--- config.mk ---
export PLATFORM = sky130hd
export DESIGN_NAME = imm_encoder
export DESIGN_NICKNAME = d
export VERILOG_FILES = /design/src/rtl/Imm_pkg.sv /design/src/rtl/imm_pack.sv /design/src/rtl/imm_encoder.sv
export SDC_FILE = /design/constraint.sdc
export NUM_CORES = 1
export LEC_CHECK = 0
export CAP_MARGIN = 20
export CORE_ASPECT_RATIO = 1.1
export CORE_MARGIN = 1.5
export CORE_UTILIZATION = 40
export CTS_CLUSTER_SIZE = 28
export DETAILED_ROUTE_END_ITERATION = 10
export PLACE_DENSITY = 0.66
export SKIP_CTS_REPAIR_TIMING = 1
export SKIP_LAST_GASP = 1
export SLEW_MARGIN = 15
export SYNTH_ARGS = -nofsm -noshare
export SYNTH_HDL_FRONTEND = slang
export SYNTH_SLANG_ARGS = --single-unit
--- constraint.sdc ---
create_clock -name clk -period 4.3 [get_ports clk]
set_clock_uncertainty 0.15 [all_clocks]
set_input_delay 0.86 -clock clk [delete_from_list [all_inputs] [get_ports clk]]
set_output_delay 0.86 -clock clk [all_outputs]
set_load 0.05 [all_outputs]
--- src/rtl/Imm_pkg.sv ---
// Immediate format encodings, per-format instruction bit masks and the range
// check shared by the immediate encoder.
// Pure package: no ports, no state.
package Imm_pkg;

  // Iu/Bu are the zero-extended variants of the I and B formats.
  // Encoding 3'd7 is reserved and treated as an undefined format.
  typedef enum logic [2:0] {
    IMM_I  = 3'd0,
    IMM_S  = 3'd1,
    IMM_B  = 3'd2,
    IMM_U  = 3'd3,
    IMM_J  = 3'd4,
    IMM_IU = 3'd5,
    IMM_BU = 3'd6
  } IMM_t;

  // Instruction bit positions that carry immediate bits, per format.
  localparam logic [31:0] IMM_FIELD_MASK_I = 32'hFFF0_0000; // [31:20]
  localparam logic [31:0] IMM_FIELD_MASK_S = 32'hFE00_0F80; // [31:25],[11:7]
  localparam logic [31:0] IMM_FIELD_MASK_B = 32'hFE00_0F80; // [31:25],[11:7]
  localparam logic [31:0] IMM_FIELD_MASK_U = 32'hFFFF_F000; // [31:12]
  localparam logic [31:0] IMM_FIELD_MASK_J = 32'hFFFF_F000; // [31:12]

  function automatic logic [31:0] imm_field_mask(IMM_t src);
    logic [31:0] m;
    case (src)
      IMM_I, IMM_IU: m = IMM_FIELD_MASK_I;
      IMM_S:         m = IMM_FIELD_MASK_S;
      IMM_B, IMM_BU: m = IMM_FIELD_MASK_B;
      IMM_U:         m = IMM_FIELD_MASK_U;
      IMM_J:         m = IMM_FIELD_MASK_J;
      default:       m = 32'h0;
    endcase
    return m;
  endfunction

  // True when imm is exactly what the extender would produce for some
  // instruction in format src. Signed formats need the upper bits to be a
  // pure sign extension; branch/jump offsets must be even.
  function automatic logic imm_fits(IMM_t src, logic [31:0] imm);
    logic ok;
    case (src)
      IMM_I, IMM_S: ok = (&imm[31:11]) || !(|imm[31:11]);
      IMM_IU:       ok = !(|imm[31:12]);
      IMM_B:        ok = ((&imm[31:12]) || !(|imm[31:12])) && !imm[0];
      IMM_BU:       ok = !(|imm[31:13]) && !imm[0];
      IMM_U:        ok = !(|imm[11:0]);
      IMM_J:        ok = ((&imm[31:20]) || !(|imm[31:20])) && !imm[0];
      default:      ok = 1'b0;
    endcase
    return ok;
  endfunction

endpackage

--- src/rtl/imm_pack.sv ---
// Combinational immediate packer: scatters imm into the format's instruction
// fields over base and flags values the format cannot represent.
// Ports: imm_src/imm/base in; instr (packed word) and err (not representable) out.
module imm_pack
  import Imm_pkg::*;
(
  input  IMM_t        imm_src,
  input  logic [31:0] imm,
  input  logic [31:0] base,
  output logic [31:0] instr,
  output logic        err
);

  logic [31:0] placed;

  always_comb begin
    placed = 32'h0;
    case (imm_src)
      IMM_I, IMM_IU: begin
        placed[31:20] = imm[11:0];
      end
      IMM_S: begin
        placed[31:25] = imm[11:5];
        placed[11:7]  = imm[4:0];
      end
      IMM_B, IMM_BU: begin
        placed[31]    = imm[12];
        placed[7]     = imm[11];
        placed[30:25] = imm[10:5];
        placed[11:8]  = imm[4:1];
      end
      IMM_U: begin
        placed[31:12] = imm[31:12];
      end
      IMM_J: begin
        placed[31]    = imm[20];
        placed[19:12] = imm[19:12];
        placed[20]    = imm[11];
        placed[30:21] = imm[10:1];
      end
      default: begin
        placed = 32'h0;
      end
    endcase
  end

  // Undefined formats have an all-zero mask, so the word passes through as base.
  assign instr = (base & ~imm_field_mask(imm_src)) | placed;
  assign err   = !imm_fits(imm_src, imm);

endmodule

--- src/rtl/imm_encoder.sv ---
// Streaming immediate encoder: packs imm into base and tags each word with a sequential address.
// Latency: 2 cycles from input handshake to out_valid, 1 word/cycle sustained.
// Backpressure: each stage accepts when empty or when its successor accepts; a stalled output holds.
// Ports: clk, rst_n (async, active-low), clr (sync clear of address/error state);
//        in_valid/in_ready with imm_src, imm, base; out_valid/out_ready with instr,
//        out_addr, err; err_sticky and saturating err_cnt over emitted words.
module imm_encoder
  import Imm_pkg::*;
#(
  parameter int             AW        = 32,
  parameter logic [AW-1:0]  ADDR_BASE = '0,
  parameter int             CNT_W     = 8
) (
  input  logic             clk,
  input  logic             rst_n,
  input  logic             clr,
  input  logic             in_valid,
  output logic             in_ready,
  input  IMM_t             imm_src,
  input  logic [31:0]      imm,
  input  logic [31:0]      base,
  output logic             out_valid,
  input  logic             out_ready,
  output logic [31:0]      instr,
  output logic [AW-1:0]    out_addr,
  output logic             err,
  output logic             err_sticky,
  output logic [CNT_W-1:0] err_cnt
);

  // S1: captured input word
  logic        s1_vld_q, s1_vld_d;
  IMM_t        s1_src_q, s1_src_d;
  logic [31:0] s1_imm_q, s1_imm_d;
  logic [31:0] s1_base_q, s1_base_d;

  // S2: packed word as presented on the output
  logic        s2_vld_q, s2_vld_d;
  logic [31:0] s2_instr_q, s2_instr_d;
  logic        s2_err_q, s2_err_d;

  // Address and error bookkeeping, advanced on output handshakes
  logic [AW-1:0]    addr_q, addr_d;
  logic             sticky_q, sticky_d;
  logic [CNT_W-1:0] cnt_q, cnt_d;

  logic        s1_rdy, s2_rdy, out_hs;
  logic [31:0] pack_instr;
  logic        pack_err;

  imm_pack u_pack (
    .imm_src (s1_src_q),
    .imm     (s1_imm_q),
    .base    (s1_base_q),
    .instr   (pack_instr),
    .err     (pack_err)
  );

  always_comb begin
    s2_rdy = !s2_vld_q || out_ready;
    s1_rdy = !s1_vld_q || s2_rdy;
    out_hs = s2_vld_q && out_ready;

    s1_vld_d   = s1_vld_q;
    s1_src_d   = s1_src_q;
    s1_imm_d   = s1_imm_q;
    s1_base_d  = s1_base_q;
    s2_vld_d   = s2_vld_q;
    s2_instr_d = s2_instr_q;
    s2_err_d   = s2_err_q;
    addr_d     = addr_q;
    sticky_d   = sticky_q;
    cnt_d      = cnt_q;

    if (s1_rdy) begin
      s1_vld_d = in_valid;
      if (in_valid) begin
        s1_src_d  = imm_src;
        s1_imm_d  = imm;
        s1_base_d = base;
      end
    end

    if (s2_rdy) begin
      s2_vld_d = s1_vld_q;
      if (s1_vld_q) begin
        s2_instr_d = pack_instr;
        s2_err_d   = pack_err;
      end
    end

    // clr overrides a concurrent handshake: the word leaving now is neither
    // counted nor allowed to advance the address past ADDR_BASE.
    if (clr) begin
      addr_d   = ADDR_BASE;
      sticky_d = 1'b0;
      cnt_d    = '0;
    end else if (out_hs) begin
      addr_d = addr_q + AW'(4);
      if (s2_err_q) begin
        sticky_d = 1'b1;
        if (cnt_q != '1) begin
          cnt_d = cnt_q + CNT_W'(1);
        end
      end
    end
  end

  always_ff @(posedge clk or negedge rst_n) begin
    if (!rst_n) begin
      s1_vld_q   <= 1'b0;
      s1_src_q   <= IMM_I;
      s1_imm_q   <= 32'h0;
      s1_base_q  <= 32'h0;
      s2_vld_q   <= 1'b0;
      s2_instr_q <= 32'h0;
      s2_err_q   <= 1'b0;
      addr_q     <= ADDR_BASE;
      sticky_q   <= 1'b0;
      cnt_q      <= '0;
    end else begin
      s1_vld_q   <= s1_vld_d;
      s1_src_q   <= s1_src_d;
      s1_imm_q   <= s1_imm_d;
      s1_base_q  <= s1_base_d;
      s2_vld_q   <= s2_vld_d;
      s2_instr_q <= s2_instr_d;
      s2_err_q   <= s2_err_d;
      addr_q     <= addr_d;
      sticky_q   <= sticky_d;
      cnt_q      <= cnt_d;
    end
  end

  assign in_ready   = s1_rdy;
  assign out_valid  = s2_vld_q;
  assign instr      = s2_instr_q;
  assign err        = s2_err_q;
  assign out_addr   = addr_q;
  assign err_sticky = sticky_q;
  assign err_cnt    = cnt_q;

endmodule

# == After elaboration in Yosys (flattened, before gate mapping) ==
# Cells that the tools add are included.
# word_totals
latch_bits,0
reg_bits,143
romBits,0
mem_bits_rw,0
elab_cells,77
inputBits,72
out_inout_bits,76
memories,0
# classes
div_mod_pow,0
add_sub_neg,2
n_eq_ne,7
order_cmp,0
n_mul,0
n_bitwise,3
n_mux,15
reduce_logical,40
shift,0
# ops
operator,n
$pmux 32 s3,1
$mux 32,2
$mux 8,5
$add 32x3->32 const B,1
$and 32x32->32,1
$not 32->32,1
$or 32x32->32,1
$pmux 7 s4,1
$reduce_or 12->1,2
$reduce_and 21->1,1
$reduce_or 21->1,1
$reduce_and 20->1,1
$reduce_or 20->1,1
$reduce_or 19->1,1
$pmux 5 s3,1
$reduce_and 12->1,1
$pmux 5 s2,1
$eq 3x3->1 const B,3
$logic_not 1->1,9
$add 8x1->8 const B,1
$ne 8x8->1 const B,1
$reduce_or 2->1,4
$eq 3x2->1 const B,2
$pmux 1 s6,1
other kinds (9),23

# == Logic depth before layout (Yosys ltp) ==
# logic_depth
ltp_word,6
ltp_mapped,8
mapped_depth_nobuf,7

# == Cells and area by module ==
# A second synthesis with hierarchy kept.
# unflattened
hier_cells,560
area_unflattened_um2,6641.4
# by_module_without_submodules
mod,seq_area_each_um2,cells_each,area_per_inst_um2,instances
imm_encoder,3528.4,433,5804.3,1
imm_pack,0.0,127,837.1,1

# == Worst setup path after synthesis ==
# Ideal clock, no wire load.
# synth_path
path_kind,input-to-reg
startpoint,in out_ready
endpoint,reg s1_base_q[10]
arrival_time_ps,2423
setup_time_ps,128
n_path_buf,2
required_time_ps,4022
setup_slack_ps,1599
path_stages,5
cell_sequence,nand3b_1 nand2_1 buf_2 buf_2 mux2_1
# synth_via
elab_chain_len,3
# synth_rtl
item,line,source
start: declaration,imm_encoder.sv:23,"input logic out_ready,"
$logic_or 1x1->1,imm_encoder.sv:60,s2_rdy = !s2_vld_q || out_ready;
$logic_or 1x1->1,imm_encoder.sv:61,s1_rdy = !s1_vld_q || s2_rdy;
$reduce_and 2->1 (no source line),n/a,
end signal: assignment,imm_encoder.sv:125,s1_base_q <= s1_base_d;
end: declaration,imm_encoder.sv:35,"logic [31:0] s1_base_q, s1_base_d;"
# No other way between the ends.
# A chain may end at the register's enable or synchronous reset.

# == Final worst setup path ==
# layout_path
startpoint,in out_ready
endpoint,out in_ready
# layout_via
elab_chain_len,2
# layout_rtl
item,line,source
$logic_or 1x1->1,imm_encoder.sv:60,
$logic_or 1x1->1,imm_encoder.sv:61,
end: declaration,imm_encoder.sv:18,"output logic in_ready,"
# No other way between the ends.

==> results.sh <==
export IMPL_fp_dieH_um=135
export IMPL_ir_worst_vdd_uv=279
export IMPL_grt_overflow_total=0
export IMPL_avgSynthCellArea_sq_um=11.3
export IMPL_ys_flop_type="dfrtp_1"
export IMPL_drtPass1Iterations=4
export IMPL_slew_headroom=0.456
export IMPL_fin_crit_sh=0.795
export IMPL_num_io_pins=148
export IMPL_regToRegSetupSlack_ns=1.74
export IMPL_yosys_warnings=0
export IMPL_numPortBuffers=145
export IMPL_clock_power_share=0.335
export IMPL_cp_num_buf_inv=2
export IMPL_worstMarginPinSlew_ns=0.816
export IMPL_power_leakage_nw=3.60
export IMPL_drive_gt1_frac=0.117
export IMPL_root_buffer="clkbuf_16"
export IMPL_period_needed_ns=3.42
export IMPL_syn_area_sq_mm=0.00636
export IMPL_hold_depth=2
export IMPL_grt_pass1_vias=4760
export IMPL_fin_setup_tns_ns=0
export IMPL_cap_violations=0
export IMPL_hp_class="flop to flop"
export IMPL_grtUsageTotal=0.188
export IMPL_async_flop_share=1.00
export IMPL_vias_per_cell=5.20
export IMPL_wirelength_um=14900
export IMPL_clk_latency_ns=0.41
export IMPL_cts_clk_slew_worst_paths_ns=0.06
export IMPL_powerDensity_mw_per_mm2=474
export IMPL_reg2reg_depth=4
export IMPL_holdPathEnd="instr[29]$_DFFE_PN0P_"
export IMPL_finalSetupViolCount=0
export IMPL_htree_levels=4
export IMPL_drt_iter0_drc=291
export IMPL_start_util=0.408
export IMPL_antenna_found_initial=0
export IMPL_area_growth_pct=33.9
export IMPL_cts_buffers=17
export IMPL_seq_area_frac_synth=0.554
export IMPL_start_kind="primary input"
export IMPL_grt_pass1_wl_um=24000
export IMPL_slowest_stage="clkdlybuf4s50_1"
export IMPL_worstSetupEndpointType="output pin"
export IMPL_p_int_mw=2.75
export IMPL_ys_types=47
export IMPL_synthesis_instances=564
export IMPL_die_area_sq_mm=0.0167
export IMPL_fillers=1408
export IMPL_cpPeakStageDelay_ns=0.83
export IMPL_p_comb_frac=0.249
export IMPL_fp_dieW_um=123
export IMPL_wl_per_cell_um=16.3
export IMPL_critPathMostFrequentCell="clkdlybuf4s50_1"
export IMPL_clock_fmax_mhz=292
export IMPL_timing_final_max_slew_violations=0
export IMPL_detail_route_antenna_nets=0
export IMPL_criticalPathCategory="primary input to output pin"
export IMPL_crit_arrival_ns=2.41
export IMPL_antenna_cells=0
export IMPL_clock_sinks=141
export IMPL_status="finished clean"
export IMPL_finalWeightedCongestion=0.847
export IMPL_ys_ff_latch=141
export IMPL_fp_coreArea_sq_mm=0.0156
export IMPL_r2r_end="instr[8]$_DFFE_PN0P_"
export IMPL_synth_edf_count=0
export IMPL_dp_hpwl_um=10700
export IMPL_critical_path_cell_chain="clkdlybuf4s50_1 -> nand3b_1 -> clkdlybuf4s50_1"
export IMPL_p_sw_mw=1.29
export IMPL_clockBufferDepth=2
export IMPL_rr_startpoint="s1_src_q[2]$_DFFE_PN0P_"
export IMPL_finalNetCount=780
export IMPL_hold_viol=0
export IMPL_grt_start_max_net_pins=92
export IMPL_utilization=0.546
export IMPL_drc=0
export IMPL_swShare=0.319
export IMPL_rows=48
export IMPL_vias=4781
export IMPL_rsz0062_at_grt="no"
export IMPL_cts_tree="yes"
export IMPL_worstPathRequired_ns=3.29
export IMPL_hold_start="instr[29]$_DFFE_PN0P_"
export IMPL_cp_max_fo=4
export IMPL_cp_top_family="buffers and inverters"
export IMPL_power_frac_seq=0.416
through the flow:
stage | power (mW) | setup WS [ns] | hold slack (ns) | std cells | instance area (sq um)
final | 4.04 | 0.880 | 0.335 | 919 | 8520
after global routing | 4.23 | 0.829 | 0.362 | 919 | 8520
after CTS | 4.09 | 0.880 | 0.340 | 919 | 8520
after detailed placement | 2.71 | 0.888 | 0.327 | 887 | 7970
after global placement | 2.69 | 0.921 | 0.318 | 887 | 7970
after floorplan | 2.32 | 1.60 | 0.310 | 565 | 6370
worst max-delay path by stage:
stage,start,to,depth (start not counted)
after floorplan,out_ready,s1_base_q[10]$_DFFE_PN0P_,5
after global placement,out_ready,in_ready,3
after detailed placement,out_ready,in_ready,3
after CTS,out_ready,in_ready,3
after global routing,out_ready,in_ready,3
final,out_ready,in_ready,3
power by group through the flow:
stage | logic [mW] | registers, mW | clock network, mW
floorplan | 0.358 | 1.96 | 0
global placement | 0.997 | 1.69 | 0
detailed placement | 1.01 | 1.70 | 0
CTS | 1.02 | 1.68 | 1.39
global route | 1.07 | 1.70 | 1.45
finish | 1.00 | 1.68 | 1.35
metal layers:
layer / wire (um) / vias to the layer above / global-route usage
li1: - / 2262 / -
met1: 6630 / 2356 / 0.242
met2: 7320 / 138 / 0.307
met3: 719 / 25 / 0.0434
met4: 282 / 0 / 0.0754
met5: 0 / - / 0
worst register-to-register path, stage by stage, from the launching register on:
cell,delay (ns)
dfrtp_1,0.87
nor2b_1,0.38
a21oi_1,0.66
mux2i_1,0.28
o21ai_1,0.08
flip-flops by register name, indices dropped and copies added, names as in the netlist:
signal,flops
err,1
err_cnt,8
err_sticky,1
instr,32
out_addr,30
out_valid,1
s1_base_q,32
s1_imm_q,32
s1_src_q,3
s1_vld_q,1
cell families after synthesis:
kind of cell	count (synthesis)	share of synthesized area
other	1	0.000589
AO/OA/AOI/OAI	68	0.0609
AND/OR/NAND/NOR	196	0.147
buffers and inverters	30	0.0265
adder cells (fa/ha/maj)	2	0.00393
multiplexers	95	0.164
XOR/XNOR	31	0.0427
flip-flops	141	0.554
layout by cell type, fill, tap and decap left out, drive strengths merged, types with 2 or more instances in the layout:
master / instances
clkdlybuf4s50: 144
clkbuf: 25
clkinv: 5
nand3: 18
nand3b: 2
ha: 2
conb: 2
buf: 7
nor2: 52
nor4: 7
mux2i: 21
and4: 4
o31ai: 2
xor2: 25
or3: 7
nor2b: 2
a21oi: 20
dfrtp: 141
nor3: 7
xnor2: 6
and3: 7
mux2: 74
nand4: 16
o21ai: 37
nand2b: 4
nand2: 69
Yosys cell counts (all sizes together) (4+ instances only):
library cell	n	area (sq um)
nand3	18	90.1
nor3	7	40.0
nand4	16	106
nor4	7	56.3
o21ai	37	185
mux2	74	833
and3	7	43.8
or3	7	43.8
xnor2	6	52.6
nand2	69	264
a21oi	20	104
dfrtp	141	3530
and4	4	35.0
buf	15	110
clkbuf	14	52.6
nand2b	4	25.0
mux2i	21	210
xor2	25	219
nor2	52	198
area by class of cell:
class / instances / area, sq um / share of cell area
sequential: 141 / 3530 / 0.414
multi-input combinational: 394 / 2680 / 0.314
timing repair buffer: 151 / 1510 / 0.177
clock buffer: 25 / 485 / 0.0570
tap: 200 / 250 / 0.0294
clock inverter: 7 / 62.6 / 0.00734
inverter: 1 / 6.26 / 0.000734
Power figures use the tool's default switching activity.
